==> config.mk <==
export PLATFORM = sky130hd
export DESIGN_NAME = boot_loader_flat
export DESIGN_NICKNAME = d
export VERILOG_FILES = /design/src/rtl/boot_loader_pkg.sv /design/src/rtl/boot_loader_if.sv /design/src/rtl/boot_loader.sv /design/src/flat_wrapper.sv
export SDC_FILE = /design/constraint.sdc
export NUM_CORES = 1
export LEC_CHECK = 0
export CORE_MARGIN = 2
export CORE_UTILIZATION = 45
export CTS_BUF_LIST = sky130_fd_sc_hd__clkbuf_8
export DETAILED_ROUTE_END_ITERATION = 12
export GPL_TIMING_DRIVEN = 0
export PLACE_DENSITY = 0.93
export SYNTH_ARGS = -nofsm -noshare
export SYNTH_HDL_FRONTEND = slang
export SYNTH_SLANG_ARGS = --single-unit
==> constraint.sdc <==
create_clock -name clk -period 2.5 [get_ports clk]
set_input_delay 0.375 -clock clk [delete_from_list [all_inputs] [get_ports clk]]
set_output_delay 0.375 -clock clk [all_outputs]
set_load 0.05 [all_outputs]
==> src/rtl/boot_loader_pkg.sv <==
// rtl/boot_loader_pkg.sv - shared widths, FSM encoding and address helper for the boot loader
package boot_loader_pkg;

    localparam int ADDR_SIZE = 16;
    localparam int WORD_SIZE = 16;

    typedef enum logic [1:0] {
        BOOT_IDLE  = 2'd0,
        BOOT_FETCH = 2'd1,
        BOOT_WRITE = 2'd2,
        BOOT_DONE  = 2'd3
    } boot_state_e;

    // Arithmetic is done in 32 bits and truncated, so address wrap-around is silent.
    function automatic logic [ADDR_SIZE-1:0] word_addr(
        input logic [31:0] base,
        input logic [31:0] index,
        input logic [31:0] step
    );
        logic [31:0] sum;
        sum = base + index * step;
        return sum[ADDR_SIZE-1:0];
    endfunction

endpackage

==> src/rtl/boot_loader_if.sv <==
// rtl/boot_loader_if.sv - ROM read / RAM write bundle between the boot loader and its memories
interface boot_loader_if;
    import boot_loader_pkg::*;

    logic [WORD_SIZE-1:0] bus_data;
    logic [ADDR_SIZE-1:0] rom_addr;
    logic [ADDR_SIZE-1:0] ram_addr;
    logic [WORD_SIZE-1:0] ram_wdata;
    logic                 ram_we;
    logic                 ram_wr_ready;
    logic                 busy;
    logic                 boot_done;

    modport master (
        input  bus_data,
        input  ram_wr_ready,
        output rom_addr,
        output ram_addr,
        output ram_wdata,
        output ram_we,
        output busy,
        output boot_done
    );

    modport slave (
        output bus_data,
        output ram_wr_ready,
        input  rom_addr,
        input  ram_addr,
        input  ram_wdata,
        input  ram_we,
        input  busy,
        input  boot_done
    );

endinterface

==> src/rtl/boot_loader.sv <==
// rtl/boot_loader.sv - post-reset sequencer copying the program image from ROM into RAM
module boot_loader
    import boot_loader_pkg::*;
#(
    parameter int PROG_WORDS = 3,
    parameter int START_ADDR = 0,
    parameter int RAM_BASE   = 0,
    parameter int ADDR_STEP  = 2
) (
    input  logic          clk,
    input  logic          rst_n,
    boot_loader_if.master bus
);

    localparam int IDX_W = (PROG_WORDS > 0) ? (($clog2(PROG_WORDS + 1) > 0) ? $clog2(PROG_WORDS + 1) : 1) : 1;
    localparam logic [31:0] LAST_IDX = (PROG_WORDS > 0) ? 32'(PROG_WORDS - 1) : 32'd0;
    localparam logic [ADDR_SIZE-1:0] RST_ROM_ADDR = ADDR_SIZE'(START_ADDR);
    localparam logic [ADDR_SIZE-1:0] RST_RAM_ADDR = ADDR_SIZE'(RAM_BASE);

    boot_state_e          r_state;
    boot_state_e          w_state_nxt;
    logic [IDX_W-1:0]     r_idx;
    logic [IDX_W-1:0]     w_idx_nxt;
    logic [ADDR_SIZE-1:0] r_rom_addr;
    logic [ADDR_SIZE-1:0] w_rom_addr_nxt;
    logic [ADDR_SIZE-1:0] r_ram_addr;
    logic [ADDR_SIZE-1:0] w_ram_addr_nxt;
    logic [WORD_SIZE-1:0] r_ram_wdata;
    logic [WORD_SIZE-1:0] w_ram_wdata_nxt;
    logic                 r_ram_we;
    logic                 w_ram_we_nxt;
    logic                 r_busy;
    logic                 w_busy_nxt;
    logic                 r_boot_done;
    logic                 w_boot_done_nxt;
    logic [31:0]          w_idx32;

    assign w_idx32 = 32'(r_idx);

    always_ff @(posedge clk or negedge rst_n) begin
        if (!rst_n) begin
            r_state     <= BOOT_IDLE;
            r_idx       <= '0;
            r_rom_addr  <= RST_ROM_ADDR;
            r_ram_addr  <= RST_RAM_ADDR;
            r_ram_wdata <= '0;
            r_ram_we    <= 1'b0;
            r_busy      <= 1'b0;
            r_boot_done <= 1'b0;
        end else begin
            r_state     <= w_state_nxt;
            r_idx       <= w_idx_nxt;
            r_rom_addr  <= w_rom_addr_nxt;
            r_ram_addr  <= w_ram_addr_nxt;
            r_ram_wdata <= w_ram_wdata_nxt;
            r_ram_we    <= w_ram_we_nxt;
            r_busy      <= w_busy_nxt;
            r_boot_done <= w_boot_done_nxt;
        end
    end

    always_comb begin
        w_state_nxt     = r_state;
        w_idx_nxt       = r_idx;
        w_rom_addr_nxt  = r_rom_addr;
        w_ram_addr_nxt  = r_ram_addr;
        w_ram_wdata_nxt = r_ram_wdata;
        w_ram_we_nxt    = r_ram_we;
        w_busy_nxt      = r_busy;
        w_boot_done_nxt = r_boot_done;

        case (r_state)
            BOOT_IDLE: begin
                if (PROG_WORDS == 0) begin
                    w_state_nxt     = BOOT_DONE;
                    w_busy_nxt      = 1'b0;
                    w_boot_done_nxt = 1'b1;
                end else begin
                    w_state_nxt    = BOOT_FETCH;
                    w_idx_nxt      = '0;
                    w_rom_addr_nxt = RST_ROM_ADDR;
                    w_busy_nxt     = 1'b1;
                end
            end

            // rom_addr has been stable for a full cycle, so bus_data is settled here.
            BOOT_FETCH: begin
                w_ram_wdata_nxt = bus.bus_data;
                w_ram_addr_nxt  = word_addr(RAM_BASE, w_idx32, ADDR_STEP);
                w_ram_we_nxt    = 1'b1;
                w_state_nxt     = BOOT_WRITE;
            end

            BOOT_WRITE: begin
                if (bus.ram_wr_ready) begin
                    w_ram_we_nxt = 1'b0;
                    if (w_idx32 == LAST_IDX) begin
                        w_state_nxt     = BOOT_DONE;
                        w_busy_nxt      = 1'b0;
                        w_boot_done_nxt = 1'b1;
                    end else begin
                        w_idx_nxt      = r_idx + IDX_W'(1);
                        w_rom_addr_nxt = word_addr(START_ADDR, w_idx32 + 32'd1, ADDR_STEP);
                        w_state_nxt    = BOOT_FETCH;
                    end
                end
            end

            // Terminal: addresses keep their last values until the next reset.
            BOOT_DONE: begin
                w_ram_we_nxt    = 1'b0;
                w_busy_nxt      = 1'b0;
                w_boot_done_nxt = 1'b1;
            end

            default: begin
                w_state_nxt     = BOOT_IDLE;
                w_idx_nxt       = '0;
                w_rom_addr_nxt  = RST_ROM_ADDR;
                w_ram_addr_nxt  = RST_RAM_ADDR;
                w_ram_wdata_nxt = '0;
                w_ram_we_nxt    = 1'b0;
                w_busy_nxt      = 1'b0;
                w_boot_done_nxt = 1'b0;
            end
        endcase
    end

    assign bus.rom_addr  = r_rom_addr;
    assign bus.ram_addr  = r_ram_addr;
    assign bus.ram_wdata = r_ram_wdata;
    assign bus.ram_we    = r_ram_we;
    assign bus.busy      = r_busy;
    assign bus.boot_done = r_boot_done;

endmodule
==> src/flat_wrapper.sv <==
// flat-port wrapper written by rule: the top's interface ports become plain ports
module boot_loader_flat import boot_loader_pkg::*;
#(
    parameter int PROG_WORDS = 3,
    parameter int START_ADDR = 0,
    parameter int RAM_BASE   = 0,
    parameter int ADDR_STEP  = 2
)
  (clk, rst_n, bus_bus_data, bus_ram_wr_ready, bus_rom_addr, bus_ram_addr, bus_ram_wdata, bus_ram_we, bus_busy, bus_boot_done);
  boot_loader_if bus_i ();
  input  logic clk;
  input  logic rst_n;
  input wire logic [$bits(bus_i.bus_data)-1:0] bus_bus_data;
  input wire logic [$bits(bus_i.ram_wr_ready)-1:0] bus_ram_wr_ready;
  output wire logic [$bits(bus_i.rom_addr)-1:0] bus_rom_addr;
  output wire logic [$bits(bus_i.ram_addr)-1:0] bus_ram_addr;
  output wire logic [$bits(bus_i.ram_wdata)-1:0] bus_ram_wdata;
  output wire logic [$bits(bus_i.ram_we)-1:0] bus_ram_we;
  output wire logic [$bits(bus_i.busy)-1:0] bus_busy;
  output wire logic [$bits(bus_i.boot_done)-1:0] bus_boot_done;
  assign bus_i.bus_data = bus_bus_data;
  assign bus_i.ram_wr_ready = bus_ram_wr_ready;
  assign bus_rom_addr = bus_i.rom_addr;
  assign bus_ram_addr = bus_i.ram_addr;
  assign bus_ram_wdata = bus_i.ram_wdata;
  assign bus_ram_we = bus_i.ram_we;
  assign bus_busy = bus_i.busy;
  assign bus_boot_done = bus_i.boot_done;
  boot_loader #(.PROG_WORDS(PROG_WORDS), .START_ADDR(START_ADDR), .RAM_BASE(RAM_BASE), .ADDR_STEP(ADDR_STEP)) u_core (.clk(clk), .rst_n(rst_n), .bus(bus_i));
endmodule
### Yosys cells after proc, flatten, opt, wreduce, memory -nomap -nowiden

Cells that the tools add are included.

| word-level totals | value |
|---|---|
| word-level logic and storage cells | 45 |
| bits in registers | 41 |

| cells by class | value |
|---|---|
| reduce and logical (&&, ||, !) cells | 11 |
| multiplexer cells | 17 |
| add/sub/neg operators | 2 |
| eq/ne operators | 7 |

Operators by type and width:

| operator | count |
|---|---|
| $mux 16 | 2 |
| $pmux 16 s2 | 1 |
| $reduce_and 3->1 | 3 |
| $reduce_bool 3->1 | 3 |
| $mux 2 | 4 |
| $eq 2x2->1 const B | 3 |
| $pmux 1 s3 | 2 |
| $pmux 2 s3 | 1 |
| $mux 1 | 5 |
| $ne 2x2->1 const B | 2 |
| $pmux 2 s2 | 1 |
| $reduce_and 2->1 | 2 |
| $reduce_bool 2->1 | 2 |
| $add 2x1->3 const B | 1 |
| $add 2x1->2 const B | 1 |
| $eq 2x1->1 const B | 1 |
| $logic_not 2->1 | 1 |
| $ne 2x1->1 const B | 1 |
| $pmux 1 s2 | 1 |

### Logic depth before layout (Yosys ltp)

Gate-level depths: netlist of the first run.

| logic depth | value |
|---|---|
| depth in word-level cells | 4 |
| mapped depth | 6 |
| gate-level depth less buffers | 5 |

### Worst setup path before layout of the first run

OpenSTA, ideal clock, no wires.

| timing path | value |
|---|---|
| kind | flip-flop to flip-flop |
| start point | register u_core.r_idx[0] |
| end point | register u_core.r_rom_addr[2] (netlist: u_core.bus.rom_addr[2]) |
| setup slack | 0.681 ns |
| required time | 2.375 ns |
| arrival time | 1.693 ns |
| cell stages (with the launch flop) | 5 |
| setup time | 0.125 ns |
| path buffers | 0 |
| clock period less this slack | 1.819 ns |
| cell sequence | dfrtp_1 > inv_1 > ha_1 > a211oi_4 > mux2_4 |

| on the way | value |
|---|---|
| longest elaborated chain between the ends | 4 |
| elaborated cells on any way between the ends | 7 |
| those cells by class | add/sub: 1; eq/ne: 2; mux: 3; reduce/logical: 1 |

RTL lines:

| item | RTL line | source |
|---|---|---|
| from (decl) | boot_loader.sv:22 | `logic [IDX_W-1:0] r_idx;` |
| from (signal assigned) | boot_loader.sv:52 | `r_idx <= w_idx_nxt;` |
| $add 2x1->3 | boot_loader.sv:103 | `w_rom_addr_nxt = word_addr(START_ADDR, w_idx32 + 32'd1, ADDR_STEP);` |
| $mux 16 | boot_loader.sv:97 | `if (w_idx32 == LAST_IDX) begin` |
| $mux 16 | boot_loader.sv:95 | `if (bus.ram_wr_ready) begin` |
| $pmux 16 s2 | boot_loader.sv:72 | `case (r_state)` |
| to (signal assigned) | boot_loader.sv:53 | `r_rom_addr <= w_rom_addr_nxt;` |
| to (decl) | boot_loader.sv:24 | `logic [ADDR_SIZE-1:0] r_rom_addr;` |

Several ways; a longest one is shown, not always the timed one. The select of a mux whose other input is x is not followed.
A chain may end at the register's enable or synchronous reset.

### Final worst setup path of the first run

| timing path | value |
|---|---|
| start point | register u_core.r_rom_addr[2] (netlist: u_core.bus.rom_addr[2]) |
| end point | output bus_rom_addr[2] |

RTL lines:

| item | RTL line | source |
|---|---|---|
| to (decl) | flat_wrapper.sv:15 | `output wire logic [$bits(bus_i.rom_addr)-1:0] bus_rom_addr;` |

No word-level cell between the ends.

==> results of run 1 <==
[logic make-up (layout without fill, tap and decap cells)]
group	count (synthesis)	in the layout	share of synthesized area
AO/OA/AOI/OAI	8	8	0.05053
AND/OR/NAND/NOR	8	8	0.03280
other	1	27	0.002657
adder cells (fa/ha/maj)	11	11	0.09752
flip-flops	26	26	0.4610
buffers and inverters	35	81	0.1729
multiplexers	23	23	0.1826
[layout by cell type, fill, tap and decap left out]
| cell type | instances |
|---|---|
| buf_2 | 3 |
| buf_6 | 1 |
| mux2_2 | 18 |
| nor2b_1 | 2 |
| a21oi_1 | 1 |
| o21ai_0 | 1 |
| o2bb2ai_1 | 1 |
| nor3_1 | 1 |
| dfrtp_1 | 26 |
| o31ai_1 | 1 |
| nand2_1 | 2 |
| o41ai_1 | 2 |
| mux2i_1 | 4 |
| conb_1 | 27 |
| mux2_4 | 1 |
| clkbuf_8 | 3 |
| bufinv_16 | 1 |
| clkdlybuf4s50_1 | 42 |
| a211oi_4 | 1 |
| nor2_1 | 2 |
| buf_4 | 27 |
| ha_1 | 11 |
| inv_1 | 4 |
| nor2b_4 | 1 |
| o21bai_1 | 1 |
[through the flow]
stage	power, uW	instances	worst slack (ns)	utilization	cell area, um2
2_1_floorplan	1910	138	0.6815	-	1509
3_3_place_gp	2346	224	0.7064	0.6554	1984
3_5_place_dp	2421	224	0.6934	0.6554	1984
4_1_cts	2776	228	0.5606	0.6789	2056
5_1_grt	2890	228	0.5005	0.6789	2056
6_report	2757	228	0.5654	0.6789	2056
[layout make-up]
type                            count  share of cell area
Clock inverter                      1             0.01461
Tap cell                           44             0.02678
Clock buffer                        3             0.02009
Multi-Input combinational cell     77              0.2988
Buffer                             31              0.1114
Sequential cell                    26              0.3165
Inverter                            4            0.007304
Timing Repair Buffer               42              0.2045
[worst paths after layout]
kind                       cells after the start                       to              startpoint
min in group asynchronous                      1  u_core.bus.ram_wdata[1]                   rst_n
setup / recovery                               1          bus_rom_addr[2]  u_core.bus.rom_addr[2]
hold / removal                                 1     u_core.bus.boot_done    u_core.bus.boot_done
hold reg to reg                                1     u_core.bus.boot_done    u_core.bus.boot_done
max in group asynchronous                      1        u_core.bus.ram_we                   rst_n
setup reg to reg                               6   u_core.bus.rom_addr[2]       u_core.r_state[0]
[power by group through the flow]
stage                     combinational, uW  sequential, uW  clock, uW
after floorplan                         606            1300          0
after global placement                 1630             713          0
after detailed placement               1690             734          0
after CTS                              1700             729        350
after global routing                   1770             751        365
final                                  1680             726        347
[flip-flops by register name (all words and copies together), names as in the netlist]
register / flops
u_core.r_idx: 1
u_core.r_state: 2
u_core.bus.ram_addr: 2
u_core.bus.ram_we: 1
u_core.bus.busy: 1
u_core.bus.rom_addr: 2
u_core.bus.boot_done: 1
u_core.bus.ram_wdata: 16
[per-layer routing]
metal / up-vias / wire length (um)
met5: - / 0
met3: 2 / 306
met2: 53 / 1375
met4: 0 / 21
met1: 422 / 980
li1: 460 / -
==> reports/metrics.yaml, run 1 <==
power_and_ir_drop:
  combPwrFrac: 0.611
  sw_frac_of_total: 0.4720
  ir_drop_v: 0.0008581
  leakagePower_uw: 0.0009906
  pwr-share-seq: 0.263
  powerDensity_nw_per_um2: 1341
  clock_power_share: 0.126
  p_int_uw: 1456
  p_switching_uw: 1301
yosys:
  synthArstFlopShare: 1.000
  netlist_top_cells_area: "dfrtp_1 46%, buf_4 14%, mux2_2 14%, ha_1 9.8%, mux2i_1 2.8%"
  ys.warnings.count: 0
  synthCells: 112
  synth-seq-cells: 26
  synth_commonest_cells: "27 x buf_4, 26 x dfrtp_1, 18 x mux2_2, 11 x ha_1"
  synth-edff-count: 0
  synthDistinctLibCells: 22
  synth_most_common_cell: "buf_4"
  seq_area_frac_synth: 0.4610
  yosysTopAreaCellShare: 0.4610
  yosysTopAreaCell: "dfrtp_1"
  postSynthAreaPerCell_um2: 12.60
  netlist_area_um2: 1411
  synth_top_flop_cell: "dfrtp_1"
cts:
  clockBufferDepth: 2
  cts_root_buf: "clkbuf_8"
  path_clk_slew_ns: 0.09
  postCtsSetupBuffers: 0
  cts_made_buffers: 3
  ctsHtreeMaxLevel: 1
  ctsResizeCount: 0
  insertion_delay_ns: 0.27
  cts.sinks: 26
  cts_hold_buf: 0
  cts_tree: "built"
floorplan:
  fp.coreArea_um2: 3028
  row_count: 20
  dieArea_um2: 3601
  start_util: 0.4661
  io_pins: 70
  die_h_um: 60.01
  die_x_um: 60.01
grt:
  overflow: 0
  grt_pass1_wl_um: 4333
  grt_max_degree: 27
  gr-usage-met1: 0.1734
  use_met3: 0.06277
  groute.usage.overall: 0.1637
  grt_pass1_vias: 973
  antenna_found_initial: 0
  met2_usage: 0.3028
  top_usage_layer: "met2"
setup_path:
  cp.required_ns: 2.12
  path_class: "flop to output port"
  critical_path.cell_chain: "clkdlybuf4s50_1"
  cp_top_family: "buffers and inverters"
  cpPeakStageDelay_ns: 0.84
  r2r_setup_slack_ns: 0.71
  cpMaxStageDelayCell: "clkdlybuf4s50_1"
  crit_buf_inv: 1
  end_kind: "output port"
  critPathMaxFanout: 6
  crit_arrival_ns: 1.56
  start_kind: "flop"
timing:
  relSlewSlack: 0.2622
  skew_ns: 0.003169
  fin_crit_sh: 0.7738
  worst_pin_slew_ns: 1.103
  hold_viol: 0
  drv_slew: 0
  tns_ns: 0
  min_period_ns: 1.935
  hold_ws_ns: 0.4876
  setup_violations: 0
  fmax_mhz: 516.9
  rsz0062_at_grt: "false"
route:
  drtPass1Iterations: 4
  final_antenna_net_count: 0
  drt-initial-drc-count: 8
  routed_wl_um: 2683
  wl_per_cell_um: 11.77
  drc_errors: 0
  via_count: 937
  vias_per_cell: 4.110
finish:
  drive_gt1_frac: 0.3043
  final-seq-area_um2: 650.6
  area_growth_pct: 45.66
  num_antenna_cells: 0
  multi_input_area_um2: 614.3
  fill_cells: 235
  nets: 215
place:
  placement.io_buffers: 42
  dpl.hpwl_um: 2171
  gp_congestion: 0.7565
min_path:
  hp-class: "flop to flop"
status:
  run_status: "finished, final reports clean"
flow_run:
  maxCapViolations: 0
Power figures use the tool's default switching activity.
==> run 2: changes to the inputs <==
CORE_UTILIZATION = 37   (was 45)
PLACE_DENSITY = 0.83   (was 0.93)
clock period = 1.7 ns   (was 2.5 ns; I/O delays follow)
==> run 2 against run 1 <==
  * Via count decreased by 0.11%
  * Wire length decreased by 10%
  * Worst hold slack got worse by 0.0085 ns
  * Critical path depth increased by 5
  * Cell count increased by 2.6%
  * First-iteration DRC count decreased by 38%
  * Clock skew decreased by 0.0021 ns
  * Setup slack got worse by 0.45 ns
  * Flip-flop and latch count unchanged
  * Sequential power increased by 43%
  * Register-to-register slack got worse by 0.59 ns
  * Utilization decreased by 11 points
==> reports/metrics.yaml, run 2 (synthesis results as in run 1) <==
status:
  run_status: "finished, final reports clean"
route:
  via_count: 936
  wl_per_cell_um: 10.30
  drt-initial-drc-count: 5
  final_antenna_net_count: 0
  drtPass1Iterations: 3
  vias_per_cell: 4.000
  drc_errors: 0
  routed_wl_um: 2410
grt:
  grt_pass1_vias: 895
  overflow: 0
  grt_max_degree: 27
  grt_pass1_wl_um: 3926
  antenna_found_initial: 0
  groute.usage.overall: 0.1192
timing:
  hold_viol: 0
  worst_pin_slew_ns: 1.115
  rsz0062_at_grt: "false"
  hold_ws_ns: 0.4790
  fmax_mhz: 632.9
  min_period_ns: 1.580
  setup_violations: 0
  fin_crit_sh: 0.9295
  drv_slew: 0
  relSlewSlack: 0.2541
  skew_ns: 0.001060
place:
  placement.io_buffers: 42
  dpl.hpwl_um: 1865
  place_area_um2: 1991
  placed_cells: 228
  gp_congestion: 0.7448
cts:
  cts_made_buffers: 3
  cts.sinks: 26
  insertion_delay_ns: 0.27
  cts_hold_buf: 0
  clockBufferDepth: 2
  path_clk_slew_ns: 0.09
  cts_tree: "built"
  cts_root_buf: "clkbuf_8"
  ctsHtreeMaxLevel: 1
setup_path:
  critPathMaxFanout: 9
  r2r_cells: 6
  start_kind: "flop"
  cp.required_ns: 1.87
  end_kind: "flop"
  path_class: "flop to flop"
  r2r_start: "u_core.r_state[0]"
  crit_arrival_ns: 1.75
  r2r_setup_slack_ns: 0.12
  r2r_end: "u_core.bus.rom_addr[2]"
finish:
  postLayoutCoreUtil: 0.5690
  final_cell_mix: "29 x buf_4, 27 x conb_1, 25 x dfrtp_1"
  final_common_cell: "buf_4"
  stdcell_count: 234
  fill_cells: 333
  fin_area_um2: 2083
  largest_reg_flops: 16
  area_growth_pct: 47.61
  nets: 217
  num_antenna_cells: 0
  drive_gt1_frac: 0.3226
min_path:
  hp-class: "flop to flop"
  min_from: "u_core.bus.boot_done"
  whs_endpoint: "u_core.bus.boot_done"
  whs_path_depth: 1
floorplan:
  die_x_um: 65.76
  io_pins: 70
  die_h_um: 65.76
  fp.coreArea_um2: 3661
  start_util: 0.3855
  row_count: 22
  dieArea_um2: 4324
power_and_ir_drop:
  ir_drop_v: 0.0009709
  leakagePower_uw: 0.001110
  powerDensity_nw_per_um2: 1887
  fin_total_pwr_uw: 3931
flow_run:
  maxCapViolations: 0
## run 2: cell count changes in the layout (fill, tap and decap cells not counted), moves of 2 or more
cell             delta
buf_4               +2
clkdlybuf4s50_1    -24
dlygate4sd2_1      +15
dlymetal6s2s_1      +9
## run 2: worst max-delay path by stage
| stage | startpoint | to | cells after the start | slack [ns] |
|---|---|---|---|---|
| after global routing | u_core.r_state[0] | u_core.r_idx[0] | 7 | 0.02 |
| after floorplan | u_core.r_state[0] | u_core.bus.rom_addr[2] | 6 | 0.04 |
| after global placement | rst_n | u_core.r_idx[0] | 1 | -0.08 |
| after CTS | u_core.bus.ram_we | bus_ram_we | 1 | 0.001 |
| final | u_core.r_state[0] | u_core.bus.rom_addr[2] | 6 | 0.12 |
| after detailed placement | u_core.r_state[0] | u_core.bus.rom_addr[2] | 6 | -0.09 |
## run 2: worst max-delay path, cell delays in order (launching register included)
cell	delay, ns
dfrtp_1	0.40
inv_2	0.10
ha_1	0.15
clkbuf_4	0.19
nor2_1	0.08
a211oi_4	0.24
mux2_4	0.31
## run 2: cell type report
class,instances,area [um2],share of cell area
sequential,26,651.9,0.3129
timing repair buffer,44,439.2,0.2108
inverter,4,15.01,0.007207
clock buffer,3,41.29,0.01982
buffer,31,231.5,0.1111
clock inverter,1,30.03,0.01441
multi-input combinational,77,614.3,0.2949
tap,48,60.06,0.02883
## run 2: stage by stage
stage / TNS (ns) / worst slack [ns]
after floorplan: 0 / 0.03816
after CTS: 0 / 0.001086
final: 0 / 0.1199
after detailed placement: -0.1467 / -0.08962
after global routing: 0 / 0.02461
after global placement: -0.1654 / -0.08400
## run 2: routing by layer
layer | vias to the layer above | share of wire | global-route usage | routed length, um
met5 | - | 0 | 0 | 0
met4 | 0 | 0.017 | 0.05469 | 40
met3 | 5 | 0.097 | 0.03767 | 234
met2 | 43 | 0.47 | 0.1970 | 1135
met1 | 426 | 0.41 | 0.1402 | 1000
li1 | 462 | - | - | -
## run 2: timing repair
| item | CTS | global route |
|---|---|---|
| resized for setup | 15 | 11 |
| pin swaps | 0 | 1 |
| setup endpoints to repair | 16 | 10 |
| buffers inserted | 1 | 1 |
## run 2: power breakdown
group / leakage [uW] / internal [uW] / total, uW / switching, uW
combinational: 0.000765 / 854 / 2380 / 1520
sequential: 0.000309 / 892 / 1040 / 144
clock: 0.0000357 / 315 / 517 / 201
